**config.mk**
```make
export PLATFORM = sky130hd
export DESIGN_NAME = bsr_index_walker
export DESIGN_NICKNAME = d
export VERILOG_FILES = /design/src/rtl/bsr_index_walker.sv
export SDC_FILE = /design/constraint.sdc
export NUM_CORES = 1
export LEC_CHECK = 0
export ABC_CLOCK_PERIOD_IN_PS = 4900
export CAP_MARGIN = 20
export CORE_UTILIZATION = 54
export CTS_CLUSTER_DIAMETER = 30
export CTS_CLUSTER_SIZE = 30
export DETAILED_ROUTE_END_ITERATION = 12
export GPL_TIMING_DRIVEN = 0
export PLACE_DENSITY = 0.79
export SLEW_MARGIN = 0
export SYNTH_ARGS = -nofsm -noshare
export SYNTH_HDL_FRONTEND = slang
export SYNTH_SLANG_ARGS = --single-unit
```
**constraint.sdc**
```tcl
create_clock -name clk -period 4.9 [get_ports clk]
set_input_delay 0.98 -clock clk [delete_from_list [all_inputs] [get_ports clk]]
set_output_delay 0.98 -clock clk [all_outputs]
set_load 0.005 [all_outputs]
```
**src/rtl/bsr_index_walker.sv**
```systemverilog
// Walks row_ptr/col_idx of one BSR head and emits one (block_row, block_col) descriptor per nonzero block.
// Latency: start to first out_valid is 4 cycles when row 0 is nonempty; at most 1 descriptor per 2 cycles; empty rows cost 1 cycle.
// Backpressure: out_valid and out_* hold in EMIT until out_ready; no combinational path from out_ready to out_valid.
module bsr_index_walker #(
  parameter int IDX_W = 16,
  parameter int CNT_W = 32
) (
  input  logic             clk,
  input  logic             rst,
  input  logic             start,
  input  logic [IDX_W-1:0] m_block_rows,
  output logic             busy,
  output logic             done,
  output logic             err,
  output logic [CNT_W-1:0] blocks_total,
  output logic             rp_rd_en,
  output logic [IDX_W-1:0] rp_addr,
  input  logic [IDX_W-1:0] rp_rdata,
  output logic             ci_rd_en,
  output logic [IDX_W-1:0] ci_addr,
  input  logic [IDX_W-1:0] ci_rdata,
  output logic             out_valid,
  input  logic             out_ready,
  output logic [IDX_W-1:0] out_block_row,
  output logic [IDX_W-1:0] out_block_col,
  output logic             out_row_last
);

  typedef enum logic [2:0] {IDLE, RP_LO, RP_HI, CI_WAIT, EMIT, DONE} state_t;

  state_t           state, state_nxt;
  logic [IDX_W-1:0] m_lat, row, k, ptr_lo, ptr_hi;
  logic [CNT_W-1:0] cnt;
  logic [IDX_W-1:0] row_inc, row_inc2, k_inc;

  // Index increments kept at IDX_W so comparisons wrap the same way the hardware does.
  assign row_inc  = row + 1'b1;
  assign row_inc2 = row + 2'd2;
  assign k_inc    = k + 1'b1;

  assign busy = (state != IDLE) && (state != DONE);

  // Next-state and SRAM read issue; reads are combinational so data lands in the following state.
  always_comb begin
    state_nxt = state;
    rp_rd_en  = 1'b0;
    rp_addr   = '0;
    ci_rd_en  = 1'b0;
    ci_addr   = '0;
    case (state)
      IDLE: begin
        if (start) begin
          if (m_block_rows == '0) begin
            state_nxt = DONE;
          end else begin
            rp_rd_en  = 1'b1;
            rp_addr   = '0;
            state_nxt = RP_LO;
          end
        end
      end
      RP_LO: begin
        rp_rd_en  = 1'b1;
        rp_addr   = row_inc;
        state_nxt = RP_HI;
      end
      RP_HI: begin
        if (rp_rdata <= ptr_lo) begin
          if (row_inc == m_lat) begin
            state_nxt = DONE;
          end else begin
            rp_rd_en = 1'b1;
            rp_addr  = row_inc2;
          end
        end else begin
          ci_rd_en  = 1'b1;
          ci_addr   = ptr_lo;
          state_nxt = CI_WAIT;
        end
      end
      CI_WAIT: state_nxt = EMIT;
      EMIT: begin
        if (out_ready) begin
          if (k_inc < ptr_hi) begin
            ci_rd_en  = 1'b1;
            ci_addr   = k_inc;
            state_nxt = CI_WAIT;
          end else if (row_inc == m_lat) begin
            state_nxt = DONE;
          end else begin
            rp_rd_en  = 1'b1;
            rp_addr   = row_inc2;
            state_nxt = RP_HI;
          end
        end
      end
      DONE:    state_nxt = IDLE;
      default: state_nxt = IDLE;
    endcase
    // No reads escape while the block is being reset.
    if (rst) begin
      rp_rd_en = 1'b0;
      rp_addr  = '0;
      ci_rd_en = 1'b0;
      ci_addr  = '0;
    end
  end

  // State register plus walk datapath: pointers, counters, error flag and the output descriptor.
  always_ff @(posedge clk) begin
    if (rst) begin
      state         <= IDLE;
      m_lat         <= '0;
      row           <= '0;
      k             <= '0;
      ptr_lo        <= '0;
      ptr_hi        <= '0;
      cnt           <= '0;
      err           <= 1'b0;
      done          <= 1'b0;
      blocks_total  <= '0;
      out_valid     <= 1'b0;
      out_block_row <= '0;
      out_block_col <= '0;
      out_row_last  <= 1'b0;
    end else begin
      state <= state_nxt;
      done  <= (state == DONE);
      case (state)
        IDLE: begin
          if (start) begin
            m_lat <= m_block_rows;
            row   <= '0;
            cnt   <= '0;
            err   <= 1'b0;
          end
        end
        RP_LO: ptr_lo <= rp_rdata;
        RP_HI: begin
          ptr_hi <= rp_rdata;
          if (rp_rdata <= ptr_lo) begin
            if (rp_rdata < ptr_lo) err <= 1'b1;
            if (row_inc != m_lat) begin
              row    <= row_inc;
              ptr_lo <= rp_rdata;
            end
          end else begin
            k <= ptr_lo;
          end
        end
        CI_WAIT: begin
          out_block_col <= ci_rdata;
          out_block_row <= row;
          out_row_last  <= (k_inc == ptr_hi);
          out_valid     <= 1'b1;
        end
        EMIT: begin
          if (out_ready) begin
            out_valid <= 1'b0;
            cnt       <= cnt + 1'b1;
            if (k_inc < ptr_hi) begin
              k <= k_inc;
            end else if (row_inc != m_lat) begin
              row    <= row_inc;
              ptr_lo <= ptr_hi;
            end
          end
        end
        DONE: blocks_total <= cnt;
        default: ;
      endcase
    end
  end

endmodule

```
### Yosys cells after proc, flatten, opt, wreduce, memory -nomap -nowiden

Cells that the tools add are included.

| storage, ports and cells | value |
|---|---|
| flip-flop bits (word level) | 183 |
| input bits | 52 |
| output and inout port bits | 103 |
| word-level logic and storage cells | 115 |

| operators by class | value |
|---|---|
| add/subtract/negate cells | 4 |
| order comparisons | 3 |
| equality and inequality tests | 19 |
| multiplexer cells | 57 |
| reduce and logical (&&, ||, !) cells | 18 |

Operators with widths:

| operator | number |
|---|---|
| 16-bit 2-to-1 mux | 22 |
| 16-bit case mux with 3 select lines | 3 |
| 32-bit 2-to-1 mux | 2 |
| 16-bit case mux with 2 select lines | 2 |
| 32-bit case mux with 2 select lines | 1 |
| 16-bit by 1-bit adder with 16-bit output, second input constant | 2 |
| 32-bit by 1-bit adder with 32-bit output, second input constant | 1 |
| 16-bit equality test | 2 |
| 16-bit less-than comparator | 2 |
| 3-bit 2-to-1 mux | 7 |
| 2-bit inequality test, second input constant | 9 |
| 16-bit by 2-bit adder with 16-bit output, second input constant | 1 |
| 16-bit less-or-equal comparator | 1 |
| 16-bit zero test | 1 |
| 16-bit inequality test | 1 |
| 1-bit 2-to-1 mux | 15 |
| 3-bit case mux with 5 select lines | 1 |
| 3-bit nonzero test | 3 |
| 4-bit AND reduction | 2 |
| 2-bit nonzero test | 4 |
| 3-bit by 2-bit equality test with 1-bit output, second input constant | 2 |
| 3-bit equality test, second input constant | 2 |
| 3-bit inequality test, second input constant | 2 |
| 1-bit case mux with 2 select lines | 3 |
| other kinds (8) | 10 |

### Depth between registers and ports, before layout

Gate-level depths: netlist of the first run.

| logic depth | value |
|---|---|
| word-level depth | 7 |
| gate-level depth with buffers | 17 |
| gate-level depth less buffers | 15 |

### Worst setup path before layout of the first run

No wires, ideal clock.

| timing | value |
|---|---|
| path type | register -> output |
| start | register k[0] |
| end | output port ci_rd_en |
| arrival time | 3475 ps |
| required time | 3920 ps |
| slack | 445 ps |
| cell stages (with the launch flop) | 16 |
| buffers on the path | 2 |
| path through | dfxtp_1 ha_1 and3_1 nand3_1 nor2b_1 nand4_1 xnor2_1 ha_1 nand4_1 nor4_1 o21ai_0 and4b_1 clkbuf_1 nor2_1 clkbuf_1 nor2_1 |

| on the way | value |
|---|---|
| longest elaborated chain between the ends | 6 |

RTL lines:

| what | line | RTL |
|---|---|---|
| start, declared | 32 | `logic [IDX_W-1:0] m_lat, row, k, ptr_lo, ptr_hi;` |
| start signal, assigned | 148 | `k <= ptr_lo;` |
| start signal, assigned | 162 | `k <= k_inc;` |
| 16-bit by 1-bit adder with 16-bit output | 39 | `assign k_inc = k + 1'b1;` |
| 16-bit less-than comparator | 84 | `if (k_inc < ptr_hi) begin` |
| 1-bit 2-to-1 mux | 84 |  |
| 1-bit 2-to-1 mux | 83 | `if (out_ready) begin` |
| 1-bit case mux with 2 select lines | 50 | `case (state)` |
| 1-bit 2-to-1 mux | 101 | `if (rst) begin` |
| end, declared | 19 | `output logic ci_rd_en,` |

Every way passes these cells.

### Final worst setup path of the first run

| timing | value |
|---|---|
| start | register k[1] |
| end | output port rp_addr[14] |

| on the way | value |
|---|---|
| longest elaborated chain between the ends | 6 |

RTL lines:

| what | line | RTL |
|---|---|---|
| 16-bit by 1-bit adder with 16-bit output | 39 |  |
| 16-bit less-than comparator | 84 |  |
| 16-bit 2-to-1 mux | 84 |  |
| 16-bit 2-to-1 mux | 83 |  |
| 16-bit case mux with 3 select lines | 50 |  |
| 16-bit 2-to-1 mux | 101 |  |
| end, declared | 17 | `output logic [IDX_W-1:0] rp_addr,` |

Every way passes these cells.

==> results of run 1 <==
-- timing repair --
item                                    in CTS  in global routing
gates cloned                                 1                  1
hold endpoints to repair                     0                  0
gates resized for setup                    144                 82
pin swaps                                   35                 27
buffers inserted                            42                 15
endpoints found under the setup margin      34                 34
-- worst max-delay path: cells and delay by family (launching register included) --
kind	cells	cell delay (ns)
simple gates	9	1.53
compound gates	3	0.75
buf+inv	3	0.48
fa+ha+maj	2	0.44
flops	1	0.37
xor+xnor	1	0.19
-- area by class of cell --
type	instances	area (sq um)
Antenna cell	1	2.50
Buffer	89	484
Clock buffer	18	429
Clock inverter	14	176
Fill cell	1338	4410
Inverter	38	143
Multi-Input combinational cell	954	5980
Sequential cell	183	3680
Tap cell	225	282
Timing Repair Buffer	213	1900
-- power by group through the flow --
stage / clock, W / sequential [W] / combinational [W]
2_1_floorplan: 0 / 0.00163 / 0.000487
3_3_place_gp: 0 / 0.00165 / 0.000714
3_5_place_dp: 0 / 0.00165 / 0.000730
4_1_cts: 0.00144 / 0.00162 / 0.000869
5_1_grt: 0.00150 / 0.00163 / 0.00103
6_report: 0.00144 / 0.00163 / 0.000970
-- how the worst min path moves through the flow --
stage	startpoint	slack [ns]	cells after the start	endpoint
3_5_place_dp	out_block_col[4]	0.45	2	out_block_col[4]
6_report	out_block_row[10]	0.45	2	out_block_row[10]
3_3_place_gp	out_block_col[7]	0.44	2	out_block_col[7]
5_1_grt	out_block_row[10]	0.47	2	out_block_row[10]
4_1_cts	out_block_col[4]	0.46	2	out_block_col[4]
2_1_floorplan	k[13]	0.44	2	k[13]
-- placed cells by master (no fill, tap or decap), types with 12 or more instances in the layout --
cell             count
nand2_1            288
dfxtp_1            177
a21oi_1            147
clkdlybuf4s50_1    120
nor2_1              94
clkbuf_1            57
buf_4               55
inv_1               38
xor2_1              35
ha_1                35
o21ai_0             32
buf_2               26
xnor2_1             22
nand4_1             22
nor3_1              22
nand3_1             20
a22oi_2             19
clkbuf_16           19
o311a_1             16
and3_1              15
or3_1               12
-- sequential cells by signal, summed over array words and instances (netlist names) --
register       flops
err                1
out_block_row     16
out_block_col     16
ptr_lo            16
k                 16
m_lat             16
blocks_total      32
out_valid          1
done               1
ptr_hi            16
out_row_last       1
state              3
row               16
cnt               32
-- through the flow --
stage	worst slack (ns)	TNS, ns	instance area (sq um)	std cells
2_1_floorplan	0.445	0	9780	1267
3_3_place_gp	-1.10	-23.01	11600	1646
3_5_place_dp	-1.08	-23.09	11600	1647
4_1_cts	-0.0728	-0.211	12900	1719
5_1_grt	-0.390	-5.11	13100	1734
6_report	-0.290	-2.48	13100	1735
-- per-layer routing --
layer  track usage, %  part of all wire, %  wire length [um]  up-vias
met5                0                    0                 0        -
met4             14.4                  3.8              1250        0
met3             9.85                   12              3880      132
met2             52.8                   44             14500      670
met1             45.9                   41             13500     4999
li1                 -                    -                 -     4887
-- cells by family (layout without fill, tap and decap cells) --
group | after synthesis | after routing | synth area share, %
xor+xnor | 62 | 62 | 5.63
mux | 2 | 2 | 0.218
fa+ha+maj | 36 | 36 | 4.61
simple gates | 547 | 547 | 25.6
compound gates | 307 | 307 | 20.8
flops | 183 | 183 | 37.5
other cells | 0 | 1 | 0
buf+inv | 130 | 372 | 5.61
==> flow_summary_export.csv, run 1 <==
group,metric,value,unit
outcome,violations,"setup timing",
power_and_ir_drop,p_seq_share,40.3,%
synthesis,synthFlopType,"dfxtp_1",
power_and_ir_drop,powerDensity,309,nW/um^2
synthesis,netlist_top_cells_count,"289 x nand2_1, 183 x dfxtp_1, 149 x a21oi_1, 96 x nor2_1, 64 x clkbuf_1",
worst_setup_path,crit_slowest_cell,"nor4_4",
floorplanning,die-area,18600,sq um
worst_setup_path,cp-end-kind,"output port",
power_and_ir_drop,finalPower,0.00403,W
floorplanning,rows,48,
timing,fin_ws,-0.290,ns
outcome,status,"finished with violations",
power_and_ir_drop,p_comb_share,24.0,%
synthesis,synth_top_area_share,37.5,%
drt,drtIter0Drc,1098,
cells_and_area,drive_above_1_share,15.5,%
clock_tree,cts_made_buffers,17,
worst_setup_path,path_cells,"ha_4 -> and3_4 -> nand3_4 -> nor2b_4 -> nand4_1 -> xnor2_2 -> ha_1 -> nand4_1 -> nor4_4 -> o21ai_2 -> a31oi_4 -> nor3_4 -> nor2b_4 -> buf_8 -> buf_8 -> nand3_2 -> a221oi_2 -> buf_2",
worst_setup_path,worst_setup_path_start_kind,"register",
floorplanning,die_height,137,um
floorplanning,boundaryPins,155,
clock_tree,cts_tree,"yes",
synthesis,ys_async_sr_fraction,0,%
timing,fin_skew,0.0142,ns
drt,viasPerCell,6.16,
clock_tree,clkLatencyLatePin,0.45,ns
timing,slew_viol_final,0,
worst_setup_path,path_max_fanout,9,
power_and_ir_drop,internal_power,0.00270,W
cells_and_area,nets,1584,
worst_setup_path,rr_worst_depth,18,
worst_setup_path,endpoint,"rp_addr[14]",
clock_tree,cts_num_sinks,183,
grt,grt.total_usage,34.7,%
floorplanning,die_width,137,um
power_and_ir_drop,swShare,33.0,%
timing,fin_crit,5.19,ns
timing,finalSetupViolCount,18,
clock_tree,cts.root.buffer_cell,"clkbuf_16",
cells_and_area,final_util,74.8,%
clock_tree,path_clk_slew,0.08,ns
synthesis,synth_area_leaders,"dfxtp_1 37%, nand2_1 11%, a21oi_1 7.6%",
timing,relSlewSlack,33.1,%
placement,portBuffers,154,
synthesis,synth.most_common_cell,"nand2_1",
timing,worst_pin_slew,1.00,ns
grt,grt-ovfl-total,0,
worst_setup_path,arrival,4.21,ns
power_and_ir_drop,p_switching,0.00133,W
synthesis,synth_cell_types,70,
drt,ant_nets,0,
synthesis,synth-edff-count,0,
worst_setup_path,crit_start,"k[1]",
timing,max_freq,193,MHz
worst_setup_path,required,3.92,ns
drt,drc,0,
worst_setup_path,reg2reg_slack,0.70,ns
drt,firstDrtPassIters,6,
synthesis,syn-cell-area,9780,sq um
floorplanning,core,17500,sq um
synthesis,synth_top_area_cell,"dfxtp_1",
synthesis,synth_area_per_cell,7.72,sq um
job,maxCapViolCount,0,
synthesis,seq_area_frac_synth,37.5,%
timing,holdWs,0.455,ns
synthesis,synth_nets,1355,
power_and_ir_drop,leakagePower,4.79,nW
synthesis,netlist_instances,1267,
grt,grt_pass1_vias,9880,
worst_setup_path,critPathKind,"reg -> out",
worst_setup_path,r2r-start,"k[1]",
worst_setup_path,slowest_delay,0.40,ns
placement,gp_congestion,0.997,
worst_setup_path,r2r_end,"row[5]",
timing,hold_viol,0,
placement,hpwl,22.3,mm
grt,antenna_found_initial,0,
power_and_ir_drop,vdd.ir_drop.worst,0.000431,V
drt,wirelength,33.1,mm
power_and_ir_drop,power_frac_clock,35.6,%
timing,rsz0062_at_grt,"true",
grt,grt_pass1_wl,50.6,mm
synthesis,synth_warnings,0,
drt,vias,10700,
floorplanning,initial_core_util,55.9,%
grt,grt_max_degree,20,
cells_and_area,areaGrowthSynthToFinish,33.7,%
clock_tree,hold_buffers,0,
drt,avgRoutedWirePerCell,19.1,um
clock_tree,htree_levels,4,
clock_tree,clk_path_buf_depth,2,
timing,period_share,106,%
synthesis,synth-seq-cells,183,
min_path,hold_class,"reg -> reg",
No activity file was read; power rests on OpenSTA's default activity.
==> run 2: changes to the inputs <==
Settings changed: CELL_PAD_IN_SITES_DETAIL_PLACEMENT from default to 0, CELL_PAD_IN_SITES_GLOBAL_PLACEMENT from default to 1, CORE_UTILIZATION 54 to 40, PLACE_DENSITY 0.79 to 0.8, SLEW_MARGIN 0 to 10.
==> flow_summary_export.csv, run 2 (synthesized netlist as in run 1, its figures left out) <==
group,metric,value,unit
drt,drc,0,
floorplanning,die_height,158,um
timing,finalSetupViolCount,11,
worst_setup_path,slowest_delay,0.38,ns
floorplanning,die-area,25100,sq um
cells_and_area,final_util,56.4,%
cells_and_area,layout_commonest_cell,"nand2_1",
clock_tree,cts_made_buffers,17,
floorplanning,die_width,158,um
power_and_ir_drop,swShare,33.7,%
power_and_ir_drop,p_comb_share,23.3,%
power_and_ir_drop,vdd.ir_drop.worst,0.000167,V
cells_and_area,nets,1574,
clock_tree,clkLatencyLatePin,0.45,ns
timing,max_freq,198,MHz
placement,hpwl,23.5,mm
grt,antenna_found_initial,2,
timing,fin_crit,5.05,ns
worst_setup_path,crit_slowest_cell,"dfxtp_4",
grt,grt_pass1_vias,9271,
timing,hold_viol,0,
timing,relSlewSlack,33.8,%
grt,grt.total_usage,26.2,%
placement,portBuffers,154,
worst_setup_path,crit_start,"k[0]",
floorplanning,initial_core_util,41.2,%
grt,grt_max_degree,21,
power_and_ir_drop,finalPower,0.00399,W
clock_tree,htree_levels,4,
cells_and_area,n_fill_cell,2229,
drt,avgRoutedWirePerCell,17.9,um
drt,wirelength,32.6,mm
power_and_ir_drop,power_frac_clock,36.0,%
clock_tree,cts.root.buffer_cell,"clkbuf_16",
timing,slew_viol_final,0,
power_and_ir_drop,p_switching,0.00134,W
clock_tree,hold_buffers,0,
job,maxCapViolCount,0,
power_and_ir_drop,internal_power,0.00265,W
cells_and_area,drive_above_1_share,15.7,%
worst_setup_path,path_cells,"ha_4 -> and3_4 -> nand3_4 -> nor2b_4 -> nand2_2 -> xnor2_2 -> ha_1 -> nand4_1 -> nor4_4 -> o21ai_2 -> a31oi_4 -> nor3_4 -> buf_4 -> nand2b_4 -> buf_8 -> o2bb2ai_4 -> a311oi_4 -> buf_2",
clock_tree,clk_path_buf_depth,2,
worst_setup_path,path_max_fanout,6,
timing,rsz0062_at_grt,"true",
outcome,status,"finished with violations",
power_and_ir_drop,leakagePower,4.97,nW
timing,worst_pin_slew,0.994,ns
grt,grt-ovfl-total,0,
timing,period_share,103,%
placement,gp_congestion,0.924,
cells_and_area,layout_common_cells,"287 x nand2_1, 175 x dfxtp_1, 147 x a21oi_1, 121 x clkdlybuf4s50_1, 88 x nor2_1",
drt,viasPerCell,5.49,
min_path,min_from,"ptr_hi[6]",
cells_and_area,biggestRegsByFlops,"blocks_total x32, cnt x32",
clock_tree,cts_tree,"yes",
drt,ant_nets,0,
worst_setup_path,arrival,4.07,ns
worst_setup_path,required,3.92,ns
clock_tree,cts_num_sinks,183,
power_and_ir_drop,powerDensity,298,nW/um^2
floorplanning,rows,56,
worst_setup_path,worst_setup_path_start_kind,"register",
drt,vias,9977,
outcome,violations,"setup timing",
clock_tree,path_clk_slew,0.07,ns
timing,holdWs,0.455,ns
worst_setup_path,cp-end-kind,"output port",
timing,fin_skew,0.0152,ns
timing,fin_ws,-0.148,ns
power_and_ir_drop,p_seq_share,40.7,%
drt,drtIter0Drc,694,
worst_setup_path,r2r-start,"k[0]",
min_path,hold_class,"reg -> reg",
worst_setup_path,critPathKind,"reg -> out",
drt,firstDrtPassIters,5,
cells_and_area,antennaDiodeCount,0,
floorplanning,core,23800,sq um
grt,grt_pass1_wl,50.8,mm
floorplanning,boundaryPins,155,
cells_and_area,areaGrowthSynthToFinish,37.0,%
run 2: cell types whose count changed in the layout (fill, tap and decap cells not counted), sizes merged, moves of 2 or more:
cell	delta
clkdlybuf4s15	-2
clkinv	+3
dlygate4sd2	-4
clkbuf	-7
inv	-2
dlymetal6s2s	+13
buf	-10
run 2: per-stage QoR:
step                cell area (sq um)  worst slack, ns  std cells  setup TNS [ns]
floorplan                        9780            0.445       1267               0
global placement                11700            -1.21       1740          -26.83
detailed placement              11700            -1.23       1740          -27.05
CTS                             12800           -0.115       1792          -0.495
global route                    13400           -0.305       1818           -3.85
finish                          13400           -0.148       1818           -1.12
run 2: area by class of cell:
class,count,area [sq um],share of cell area (%)
flip-flops and latches,183,3680,27.5
plain buffers,88,469,3.50
repair buffers,204,1910,14.3
clock inverters,14,174,1.30
inverters,38,143,1.06
well taps,319,399,2.98
clock buffers,18,439,3.28
multi-input cells,954,6180,46.1
run 2: power groups by stage:
stage / registers, W / clock network (W) / logic [W]
after floorplan: 0.00163 / 0 / 0.000487
after global placement: 0.00165 / 0 / 0.000734
after detailed placement: 0.00165 / 0 / 0.000737
after CTS: 0.00162 / 0.00145 / 0.000832
after global routing: 0.00163 / 0.00152 / 0.00101
final: 0.00162 / 0.00144 / 0.000930
run 2: final timing paths:
kind | depth (start not counted) | slack (ns) | endpoint
hold reg to reg | 2 | 0.46 | ptr_hi[6]
hold / removal | 2 | 0.46 | ptr_hi[6]
setup reg to reg | 18 | 0.74 | row[12]
setup / recovery | 18 | -0.15 | rp_addr[3]
run 2: what timing repair did:
action	in CTS	in global routing
endpoints found under the setup margin	34	34
pin swaps	34	42
buffers inserted	23	28
gates resized for setup	138	100
run 2: worst max-delay path: cells and delay by family (launching register included):
family,cells,cell delay (ns)
XOR/XNOR,1,0.17
AO/OA/AOI/OAI,4,0.85
flip-flops,1,0.38
adder cells (fa/ha/maj),2,0.47
buffers and inverters,3,0.46
AND/OR/NAND/NOR,8,1.29
run 2: metal layers:
layer / up-vias / routed length (um) / track usage (%)
li1: 4875 / - / -
met1: 4692 / 15100 / 36.6
met2: 374 / 14400 / 39.7
met3: 34 / 2690 / 7.13
met4: 2 / 402 / 6.41
met5: - / 11 / 0
